### src/rtl/pipe_reg_skid_if.sv
// Handshake bundle for one pipeline stage: upstream valid/ready/data,
// downstream valid/ready/data, and the occupancy count.
// The slave modport is the stage's view. The master modport is the
// view of whatever drives and observes the stage.
interface pipe_reg_skid_if #(
    parameter int unsigned WIDTH = 32
);
    logic             in_valid;
    logic             in_ready;
    logic [WIDTH-1:0] in_data;
    logic             out_valid;
    logic             out_ready;
    logic [WIDTH-1:0] out_data;
    logic [1:0]       level;

    modport master (
        output in_valid,
        output in_data,
        output out_ready,
        input  in_ready,
        input  out_valid,
        input  out_data,
        input  level
    );

    modport slave (
        input  in_valid,
        input  in_data,
        input  out_ready,
        output in_ready,
        output out_valid,
        output out_data,
        output level
    );
endinterface

### src/rtl/pipe_reg_skid.sv
// Pipeline stage register with a valid/ready handshake.
// With SKID_EN=1 a second (skid) entry is added, so in_ready depends only
// on held state and never on out_ready.
// Flush empties the stage. level reports how many entries are held.
module pipe_reg_skid #(
    parameter int unsigned      WIDTH   = 32,
    parameter logic [WIDTH-1:0] RST_VAL = '0,
    parameter bit               SKID_EN = 1'b1
) (
    input  logic               clk,
    input  logic               rst,
    input  logic               flush,
    pipe_reg_skid_if.slave     bus
);

    // Encoding doubles as the level output.
    typedef enum logic [1:0] {
        StEmpty = 2'd0,
        StOne   = 2'd1,
        StTwo   = 2'd2
    } state_e;

    state_e           state_q, state_d;
    logic [WIDTH-1:0] main_q;
    logic [WIDTH-1:0] skid_q;
    logic             in_rdy;
    logic             in_x;
    logic             out_x;
    logic             main_load;
    logic             main_from_skid;

    // Ready: registered-state decode with skid, pass-through of out_ready without.
    always_comb begin
        if (SKID_EN) begin
            in_rdy = (state_q != StTwo);
        end else begin
            in_rdy = (state_q == StEmpty) || bus.out_ready;
        end
    end

    assign in_x          = bus.in_valid & in_rdy;
    assign out_x         = (state_q != StEmpty) & bus.out_ready;
    assign bus.in_ready  = in_rdy;
    assign bus.out_valid = (state_q != StEmpty);
    assign bus.out_data  = main_q;
    assign bus.level     = state_q;

    // Next state and main-register load selection; flush overrides all moves.
    always_comb begin
        state_d        = state_q;
        main_load      = 1'b0;
        main_from_skid = 1'b0;
        unique case (state_q)
            StEmpty: begin
                if (in_x) begin
                    state_d   = StOne;
                    main_load = 1'b1;
                end
            end
            StOne: begin
                if (in_x && out_x) begin
                    main_load = 1'b1;
                end else if (in_x) begin
                    // Unreachable without a skid entry: in_ready is low here.
                    state_d = SKID_EN ? StTwo : StOne;
                end else if (out_x) begin
                    state_d = StEmpty;
                end
            end
            StTwo: begin
                if (out_x) begin
                    state_d        = StOne;
                    main_load      = 1'b1;
                    main_from_skid = 1'b1;
                end
            end
            default: state_d = StEmpty;
        endcase
        if (flush) begin
            state_d   = StEmpty;
            main_load = 1'b0;
        end
    end

    // State register.
    always_ff @(posedge clk) begin
        if (rst) begin
            state_q <= StEmpty;
        end else begin
            state_q <= state_d;
        end
    end

    // Main register; loads only on a transfer, so idle in_data never reaches it.
    always_ff @(posedge clk) begin
        if (rst) begin
            main_q <= RST_VAL;
        end else if (main_load) begin
            main_q <= main_from_skid ? skid_q : bus.in_data;
        end
    end

    generate
        if (SKID_EN) begin : g_skid
            logic skid_load;
            assign skid_load = (state_q == StOne) && in_x && !out_x && !flush;

            // Skid register catches the payload that arrives while main is stalled.
            always_ff @(posedge clk) begin
                if (rst) begin
                    skid_q <= RST_VAL;
                end else if (skid_load) begin
                    skid_q <= bus.in_data;
                end
            end
        end else begin : g_no_skid
            assign skid_q = RST_VAL;
        end
    endgenerate

endmodule

### src/flat_wrapper.sv
// flat-port wrapper written by rule: the top's interface ports become plain ports
module pipe_reg_skid_flat 
#(
    parameter int unsigned      WIDTH   = 32,
    parameter logic [WIDTH-1:0] RST_VAL = '0,
    parameter bit               SKID_EN = 1'b1
)
  (clk, rst, flush, bus_in_valid, bus_in_data, bus_out_ready, bus_in_ready, bus_out_valid, bus_out_data, bus_level);
  pipe_reg_skid_if #(.WIDTH(WIDTH)) bus_i ();
  input  logic clk;
  input  logic rst;
  input  logic flush;
  input wire logic [$bits(bus_i.in_valid)-1:0] bus_in_valid;
  input wire logic [$bits(bus_i.in_data)-1:0] bus_in_data;
  input wire logic [$bits(bus_i.out_ready)-1:0] bus_out_ready;
  output wire logic [$bits(bus_i.in_ready)-1:0] bus_in_ready;
  output wire logic [$bits(bus_i.out_valid)-1:0] bus_out_valid;
  output wire logic [$bits(bus_i.out_data)-1:0] bus_out_data;
  output wire logic [$bits(bus_i.level)-1:0] bus_level;
  assign bus_i.in_valid = bus_in_valid;
  assign bus_i.in_data = bus_in_data;
  assign bus_i.out_ready = bus_out_ready;
  assign bus_in_ready = bus_i.in_ready;
  assign bus_out_valid = bus_i.out_valid;
  assign bus_out_data = bus_i.out_data;
  assign bus_level = bus_i.level;
  pipe_reg_skid #(.WIDTH(WIDTH), .RST_VAL(RST_VAL), .SKID_EN(SKID_EN)) u_core (.clk(clk), .rst(rst), .flush(flush), .bus(bus_i));
endmodule
### config.mk
export PLATFORM = sky130hd
export DESIGN_NAME = pipe_reg_skid_flat
export DESIGN_NICKNAME = d
export VERILOG_FILES = /design/src/rtl/pipe_reg_skid_if.sv /design/src/rtl/pipe_reg_skid.sv /design/src/flat_wrapper.sv
export SDC_FILE = /design/constraint.sdc
export NUM_CORES = 1
export LEC_CHECK = 0
export CORE_ASPECT_RATIO = 1.1
export CORE_MARGIN = 4
export CORE_UTILIZATION = 53
export DETAILED_ROUTE_END_ITERATION = 8
export GPL_TIMING_DRIVEN = 0
export PLACE_DENSITY = 0.84
export SLEW_MARGIN = 0
export SYNTH_ARGS = -nofsm -noshare
export SYNTH_HDL_FRONTEND = slang
export SYNTH_SLANG_ARGS = --single-unit
### constraint.sdc
create_clock -name clk -period 2.3 [get_ports clk]
set_input_delay 0.345 -clock clk [delete_from_list [all_inputs] [get_ports clk]]
set_output_delay 0.345 -clock clk [all_outputs]
set_load 0.02 [all_outputs]
; ---- After elaboration in Yosys (flattened, before gate mapping)
; Cells that the tools add are included.
[totals]
regBits = 66
inputBits = 37
out_inout_bits = 36
word_cells = 35
[op_classes]
n_eq_ne = 7
muxes = 13
n_bitwise = 2
reduce_logical = 10
[ops]
columns = operator, count
row1 = $mux W32, 1
row2 = $mux W2, 5
row3 = $pmux W2 S3, 1
row4 = $mux W1, 5
row5 = $logic_and A1 B1 Y1, 4
row6 = $ne A2 B1 Y1 const B, 2
row7 = $ne A2 B2 Y1 const B, 2
row8 = $reduce_and A4 Y1, 1
row9 = $ne A3 B1 Y1 const B, 1
row10 = $pmux W1 S3, 1
row11 = $and A1 B1 Y1, 2
row12 = $eq A2 B1 Y1 const B, 1
row13 = $eq A2 B2 Y1 const B, 1
row14 = $logic_not A1 Y1, 2
row15 = $logic_not A2 Y1, 1
row16 = $reduce_bool A2 Y1, 1
row17 = $reduce_or A2 Y1, 1

; ---- Depth between registers and ports, before layout
; Gate-level depths: netlist of the first run.
[depth]
ltp_word = 6
depth_mapped = 6
ltp_nobuf = 3

; ---- Worst setup path before layout of the first run
; No wires, ideal clock.
[synth_path]
path_type = register to register
startpoint = register u_core.state_q[0] (netlist: u_core.bus.level[0])
endpoint = register u_core.main_q[0] (netlist: u_core.bus.out_data[0])
setup_ns = 0.091
arrival_time_ns = 1.400
t_required_ns = 2.209
slack_ns = 0.809
stages_incl_launch_ff = 6
n_path_buf = 2
synth_period_minus_slack_ns = 1.491
cell_sequence = dfxtp_1 > nand3b_1 > buf_6 > a21bo_4 > buf_6 > a311oi_1
[synth_between]
elab_chain_len = 6
word_cells_on_any_way = 15
classes_between = eq/ne (3) / mux (7) / bitwise (2) / reduce/logical (3)
[synth_lines]
columns = item, line
row1 = start: declaration, pipe_reg_skid.sv:23  ; state_e state_q, state_d;
row2 = start signal: assignment, pipe_reg_skid.sv:88  ; state_q <= StEmpty;
row3 = start signal: assignment, pipe_reg_skid.sv:90  ; state_q <= state_d;
row4 = $ne A2 B2 Y1 / $reduce_bool A2 Y1 (equally long branches), "pipe_reg_skid.sv:35, pipe_reg_skid.sv:42"
row5 = $and A1 B1 Y1 (on tied branches), "pipe_reg_skid.sv:41, pipe_reg_skid.sv:42"
row6 = $logic_and A1 B1 Y1, pipe_reg_skid.sv:61  ; if (in_x && out_x) begin
row7 = $mux W1, pipe_reg_skid.sv:61
row8 = $pmux W1 S3, pipe_reg_skid.sv:53  ; unique case (state_q)
row9 = $mux W1, pipe_reg_skid.sv:79  ; if (flush) begin
row10 = end signal: assignment, pipe_reg_skid.sv:99  ; main_q <= main_from_skid ? skid_q : bus.in_data;
row11 = end: declaration, pipe_reg_skid.sv:24  ; logic [WIDTH-1:0] main_q;
; Several ways; a longest one is shown, not always the timed one.
; A chain may end at the register's enable or synchronous reset.

; ---- Worst setup path in the final report of the first run
[layout_path]
startpoint = register u_core.state_q[0] (netlist: u_core.bus.level[0])
endpoint = output bus_in_ready
[layout_between]
elab_chain_len = 1
[layout_lines]
columns = item, line
row1 = $ne A2 B2 Y1, pipe_reg_skid.sv:35  ; in_rdy = (state_q != StTwo);
row2 = end: declaration, flat_wrapper.sv:16  ; output wire logic [$bits(bus_i.in_ready)-1:0] bus_in_ready;
; Every way passes these cells.

==> results of run 1 <==
## metal layers
metal	routed length, µm	vias to the layer above	GRT usage (%)	part of all wire (%)
li1	-	1434	-	-
met1	3910	1499	32.6	43
met2	4390	147	43.3	48
met3	607	24	6.38	6.7
met4	204	0	12.7	2.2
met5	0	-	0	0
## area by class of cell
class	instances	area (µm²)	area share, %
sequential	66	1320	32.8
multi-input combinational	209	1500	37.1
timing repair buffer	70	701	17.4
clock buffer	13	159	3.94
buffer	47	258	6.39
inverter	1	3.75	0.0931
tap	75	93.8	2.33
## worst max-delay path: stages, from the launching register on
cell and delay, ns:
dfxtp_1 0.53, nand2b_1 0.19, clkdlybuf4s50_1 0.61
## registers in the layout, indices dropped and copies added, names as in the netlist
| name | count |
|---|---|
| u_core.skid_q | 32 |
| u_core.bus.out_data | 32 |
| u_core.bus.level | 2 |
## worst max-delay path by stage
stage	start	to	slack, ns	cells past startpoint
final	u_core.bus.level[0]$_SDFFE_PP0P_	bus_in_ready	0.27	2
after detailed placement	bus_out_ready	u_core.bus.out_data[6]$_SDFFE_PP0P_	0.11	6
after CTS	u_core.bus.level[0]$_SDFFE_PP0P_	bus_in_ready	0.27	2
after global placement	bus_out_ready	u_core.bus.out_data[14]$_SDFFE_PP0P_	0.17	6
after global routing	u_core.bus.level[0]$_SDFFE_PP0P_	bus_in_ready	0.17	2
after floorplan	u_core.bus.level[0]$_SDFFE_PP0P_	u_core.bus.out_data[0]$_SDFFE_PP0P_	0.81	5
## synthesized netlist by cell type (5+ instances only)
cell	n
a21oi_1	32
a311oi_1	64
buf_2	8
buf_4	5
buf_6	7
clkbuf_1	26
dfxtp_1	66
mux2i_1	32
nand3_1	32
o21ai_0	27
o21ai_1	5
## where the power goes
part	internal, mW	switching, mW	total (mW)
clock network	0.433	0.407	0.840
registers	1.19	0.0292	1.22
logic	0.205	0.232	0.438
total	1.83	0.668	2.50
## logic make-up (layout without fill, tap and decap cells)
group | count (synthesis) | in the layout | synth area share [%]
DFF | 66 | 66 | 42.9
buffers and inverters | 48 | 131 | 8.50
and+or+nand+nor | 44 | 44 | 8.01
muxes | 32 | 32 | 10.4
AOI/OAI and AO/OA | 133 | 133 | 30.2
## placed cells by master, fill, tap and decap left out, types with 2 or more instances in the layout
cell type | netlist | routed
clkdlybuf4s50_1 | 0 | 70
dfxtp_1 | 66 | 66
a311oi_1 | 64 | 64
mux2i_1 | 32 | 32
nand3_1 | 32 | 32
a21oi_1 | 32 | 32
clkbuf_1 | 26 | 28
o21ai_0 | 27 | 27
clkbuf_8 | 0 | 11
buf_2 | 8 | 8
buf_6 | 7 | 7
buf_4 | 5 | 5
o21ai_1 | 5 | 5
nand2b_1 | 2 | 2
nor4bb_1 | 2 | 2
nand2_1 | 2 | 2
## per-stage QoR
step                      area, µm²  worst slack [ns]  util, %  hold slack (ns)
after global placement         3870             0.170     70.4            0.459
after global routing           4030             0.167     73.3            0.458
after CTS                      4030             0.272     73.3            0.413
final                          4030             0.273     73.3            0.429
after floorplan                3080             0.809        -            0.428
after detailed placement       3870             0.111     70.4            0.467
==> results.md, run 1 <==
- The share of synthesized area in the top cell type comes to 42.9%.
- Dividing the detail-routed via count by the number of cells gives 6.45.
- After detailed routing, the total wire length is 9110 µm.
- Setup repair after global routing left no endpoint under its margin.
- The power density over the cells is 619 nW/µm².
- The area growth from synthesis to final layout is 31.0%.
- The largest fanout on the critical path is 11.
- The initial antenna violation count came to 0.
- The detail route stage leaves a number of antenna-violating nets equal to 0.
- A synthesized cell averages 9.53 µm².
- Data on the critical path is required at its endpoint by 1.96 ns.
- The CTS root buffer is clkbuf_8.
- The measured slew at the worst slew-check pin is 0.551 ns.
- The antenna cell count is 0.
- The number of iterations in the first detailed-routing pass is 5.
- The first-pass GRT wire length is 14500 µm.
- In this run the standard cell core region covers 5500 µm².
- The proportion of layout cells with a drive suffix above 1 is 8.37%.
- The number of nets in the synthesized netlist is 360.
- Buffers added to address setup during post-CTS repair amount to 0.
- In this run the count of I/O pins placed on the die edge is 73.
- The relative max-transition margin is 63.3%.
- Between clock sinks in the finished design, the worst skew comes to 0.00385 ns.
- The number of hold violations in the final report came to 0.
- The via count of the first global-routing pass was 3044.
- Entering global routing, the biggest net connects 12 pins.
- Clock-pin slew was measured on the worst setup and hold paths at 0.07 ns.
- The die footprint is 7090 µm².
- The category of the worst setup path capture point is a primary output.
- Yosys mapped a number of flops with a built-in enable equal to 0.
- The clock tree from TritonCTS is built.
- The first routing iteration left 294 violations.
- In this run the most critical hold path is launched from rst.
- By area the synthesized netlist is led by dfxtp_1 (43%), a311oi_1 (18%), mux2i_1 (10%), a21oi_1 (5.2%), nand3_1 (5.2%).
- After layout, the worst path uses 88.1% of the clock period.
- STA classifies the critical path startpoint as a flip-flop.
- Of the synthesized area, sequential elements account for 42.9%.
- The DRC violation count after routing is 0.
- Once the floorplan was initialized, standard cells occupied 56.0% of the core.
- After technology mapping, the gate count stands at 323.
- The type of the most critical hold path is input port to flip-flop.
- In this run the number of H-tree levels came out at 3.
- IR analysis of the VDD net gives a maximum drop of 353 µV.
- In the final routed layout, each cell accounts on average for 18.9 µm.
- The width of the die is 80.7 µm.
- The number of max-slew violations in the final report is 0.
- The hold-critical path endpoint is u_core.skid_q[0]$_SDFFE_PP0P_.
- The number of placed instances, taps included is 468.
- Synthesis inferred 66 register bits.
- The floorplan has 28 rows.
- The routed layout has 3104 vias.
- The total half-perimeter wirelength after legalization and detailed placement is 6130 µm.
- The reported max-cap violation count is 0.
- The total design power is 2.50 mW.
- The cell depth of the worst hold path is 2.
- The cell depth of the worst flop-to-flop path is 5.
- The number of different library cells used by synthesis comes to 27.
- The cell area after synthesis is 3080 µm².
- The count of buffers from port buffering is 70.
- The commonest register cell after synthesis is dfxtp_1.
- The count of nets after finishing is 441.
- The total congestion overflow is 0.
- The reg2reg setup slack is 0.61 ns.
- The highest clock rate is 493 MHz.
- The number of gates resized after CTS was 0.
- The data arrival time at the worst-slack endpoint is 1.68 ns.
- The shortest period the worst path allows is 2.03 ns.
- The run finished with clean final reports.
- Summed over all failing endpoints, the final setup total negative slack is 0 ns.
- For this design the static power due to leakage is 1.52 nW.
- Global routing used 26.4% of the available tracks across all layers.
- The die is 87.9 µm tall.
- Setup violations remaining at the end of the flow were counted as 0.
- The later-pin clock latency in the skew report is 0.35 ns.
- The post-synthesis cell type with the largest combined area is dfxtp_1.
- The path type of the worst setup path is flip-flop to primary output.
- In this run, CTS created clock tree buffers numbering 9.
- The endpoint of the worst-slack reg-to-reg timing path is u_core.bus.out_data[11]$_SDFFE_PP0P_.
- The worst-case clock buffer depth is 2.
- The proportion of synthesized flip-flops having asynchronous set or reset is 0%.
- The final cell count without fillers is 481.
- The tree built by TritonCTS fans out to 66 sinks.
- At the end of routability-driven placement, the weighted congestion stood at 0.860.
- Yosys printed 0 warnings.
- The startpoint of the lowest-slack register-to-register path is u_core.bus.level[1]$_SDFFE_PP0P_.
- The layout has 438 filler cells.
- The number of hold buffers added after cts is 0.
(Power assumes the default switching activity.)
==> inputs of run 2 (changes only) <==
--- a/config.mk
+++ b/config.mk
@@ -10,7 +10,7 @@
 export CORE_UTILIZATION = 53
 export DETAILED_ROUTE_END_ITERATION = 8
 export GPL_TIMING_DRIVEN = 0
-export PLACE_DENSITY = 0.84
+export PLACE_DENSITY = 0.85
 export SLEW_MARGIN = 0
 export SYNTH_ARGS = -nofsm -noshare
 export SYNTH_HDL_FRONTEND = slang
==> run 2 against run 1 <==
Clock power fell by 3.8%. Sequential cell count is the same. Combinational power is essentially flat. Critical path depth did not move. Critical path type unchanged.
==> results.md, run 2 (synthesized netlist as in run 1, its figures left out) <==
- The flow ran to the end, and the final reports show no timing, DRC or antenna violations.
- The cell depth of the worst flop-to-flop path is 5 (unchanged).
- The worst-case clock buffer depth is 2 (unchanged).
- The later-pin clock latency in the skew report was 0.34 ns (about the same).
- The leakage power total is 1.52 nW (-0.32%).
- The endpoint required time on the critical path is 1.96 ns (about the same).
- The proportion of layout cells with a drive suffix above 1 is 8.11% (-0.27 points).
- The largest fanout on the critical path was 11 (unchanged).
- The largest clock skew in the final design is 0.00547 ns (+0.00161 ns).
- The total half-perimeter wirelength after legalization and detailed placement is 6100 µm (-0.53%).
- The placed cell area is 3870 µm² (unchanged).
- The number of cells on the critical path is 2 (unchanged).
- The count of routing violations after the opening detailed-route iteration is 222 (-24%).
- The first-pass GRT wire length was 14600 µm (+0.43%).
- The category of the worst setup path capture point is a primary output.
- The power density over the cells is 612 nW/µm² (-1.2%).
- The total design power is 2.46 mW (-1.4%).
- The signal on the critical path passes through nand2b_1 > clkdlybuf4s50_1.
- On the critical path, the stage with the largest delay is an instance of clkdlybuf4s50_1.
- The remaining antenna violation count came to 0 (unchanged).
- The mean routed wirelength per cell is 18.5 µm (-2.1%).
- The post-cts gate resize count is 0 (unchanged).
- The via count came to 3082 (-0.71%).
- STA classifies the critical path startpoint as a flip-flop.
- The initial antenna violation count is 0 (unchanged).
- The number of hold buffers added after cts was 0 (unchanged).
- TritonCTS built the clock tree.
- The largest vdd supply drop is 344 µV (-2.5%).
- The number of hold violations in the final report is 0 (unchanged).
- The largest stage delay on the critical path is 0.63 ns (+0.02 ns).
- The DRC violation count after routing was 0 (unchanged).
- The overall die height is 87.9 µm (unchanged).
- The pin count of the biggest net entering global routing is 12 (unchanged).
- The sum of buffers and inverters on the critical path is 1 (unchanged).
- The type of the most critical hold path is input port to flip-flop.
- The CTS H-tree depth came to 3 (unchanged).
- Tracing the worst setup path back leads to its startpoint at u_core.bus.level[0]$_SDFFE_PP0P_.
- The final cycle utilization of the critical path is 88.2% (about the same).
- The shortest period the worst path allows is 2.03 ns (+0.00123 ns).
- The area growth from synthesis to final layout is 30.8%.
- The total congestion overflow is 0 (unchanged).
- The count of buffers from port buffering is 70 (unchanged).
- The library cell used most frequently in the layout, excluding fill and tap cells, is clkdlybuf4s50_1.
- The number of iterations in the first detailed-routing pass is 5 (unchanged).
- The antenna cell count is 0 (unchanged).
- The highest clock rate is 493 MHz (about the same).
- The data arrival time at the worst-slack endpoint was 1.68 ns (about the same).
- The boundary pin count came to 73 (unchanged).
- The CTS root buffer is clkbuf_8.
- The cell family with the largest share of critical-path delay is buffers and inverters.
- The die footprint is 7090 µm² (unchanged).
- The final hold slack is 0.447 ns (+0.0177 ns).
- The floorplan core area is 5500 µm² (unchanged).
- Leaving out fill and tap cells, the most frequent cells in the layout are clkdlybuf4s50_1 (70), dfxtp_1 (66), a311oi_1 (64).
- The clock transition at the register clock pins on the worst setup and hold paths after CTS is 0.07 ns (about the same).
- The starting density of the core is 56.0% (unchanged).
- The final non-filler cell area is 4030 µm² (-0.16%).
- The path type of the worst setup path is flip-flop to primary output.
- The number of max-slew violations in the final report is 0 (unchanged).
- The number of failing setup endpoints in the final timing report is 0 (unchanged).
- The startpoint of the lowest-slack register-to-register path is u_core.bus.level[1]$_SDFFE_PP0P_.
- The width of the die is 80.7 µm (unchanged).
- The CTS buffer count is 9 (unchanged).
- The aggregate routed wire length was 8930 µm (-1.9%).
- The number of setup buffers added after CTS is 0 (unchanged).
- The row count was 28 (unchanged).
- The global-route usage over all layers was 26.3% (-0.11 points).
- The measured slew at the worst slew-check pin is 0.545 ns (-0.00593 ns).
- The reported max-cap violation count is 0 (unchanged).
- The cell depth of the worst hold path is 2 (unchanged).
- The number of vias per cell after detailed routing is 6.39 (-0.91%).
- The worst hold path begins at rst.
- The count of nets after finishing is 441 (unchanged).
- The via count of the first global-routing pass came to 3053 (+0.30%).
- The final setup TNS came to 0 ns (unchanged).
- The number of clock sinks is 66 (unchanged).
- The relative max-transition margin is 63.7% (+0.40 points).
- Setup repair after global routing left no endpoint under its margin.
- The placer congestion estimate is 0.855 (-0.57%).
-- run 2: cell count changes in the layout (fill, tap and decap cells not counted), sizes merged --
cell    previous run  this run
clkbuf            39        40
-- run 2: final cells by class --
type | count | area (µm²)
inverters | 1 | 3.75
well taps | 75 | 93.8
flip-flops and latches | 66 | 1320
repair buffers | 70 | 701
clock buffers | 14 | 153
multi-input cells | 209 | 1500
fillers | 449 | 1480
plain buffers | 47 | 258
-- run 2: through the flow --
stage / util [%] / worst slack [ns] / cells
floorplan: - / 0.809 / 323
global placement: 70.4 / 0.172 / 468
detailed placement: 70.4 / 0.123 / 468
CTS: 73.2 / 0.283 / 482
global route: 73.2 / 0.195 / 482
finish: 73.2 / 0.272 / 482
-- run 2: final timing paths --
kind / end / slack [ns]
min reg2reg: u_core.skid_q[21]$_SDFFE_PP0P_ / 0.48
min: u_core.skid_q[31]$_SDFFE_PP0P_ / 0.45
max reg2reg: u_core.bus.out_data[8]$_SDFFE_PP0P_ / 0.61
max: bus_in_ready / 0.27
-- run 2: report_power, final --
part	switching [mW]	internal, mW	total, mW
sequential	0.0289	1.19	1.22
clock	0.397	0.411	0.808
combinational	0.231	0.205	0.436
-- run 2: routing by layer --
metal  vias up  GRT usage, %  part of all wire, %
met5         -             0                    0
met1      1499          33.3                   42
met4         0          11.8                  2.5
li1       1435             -                    -
met3        19          4.01                  6.5
met2       129          44.3                   49
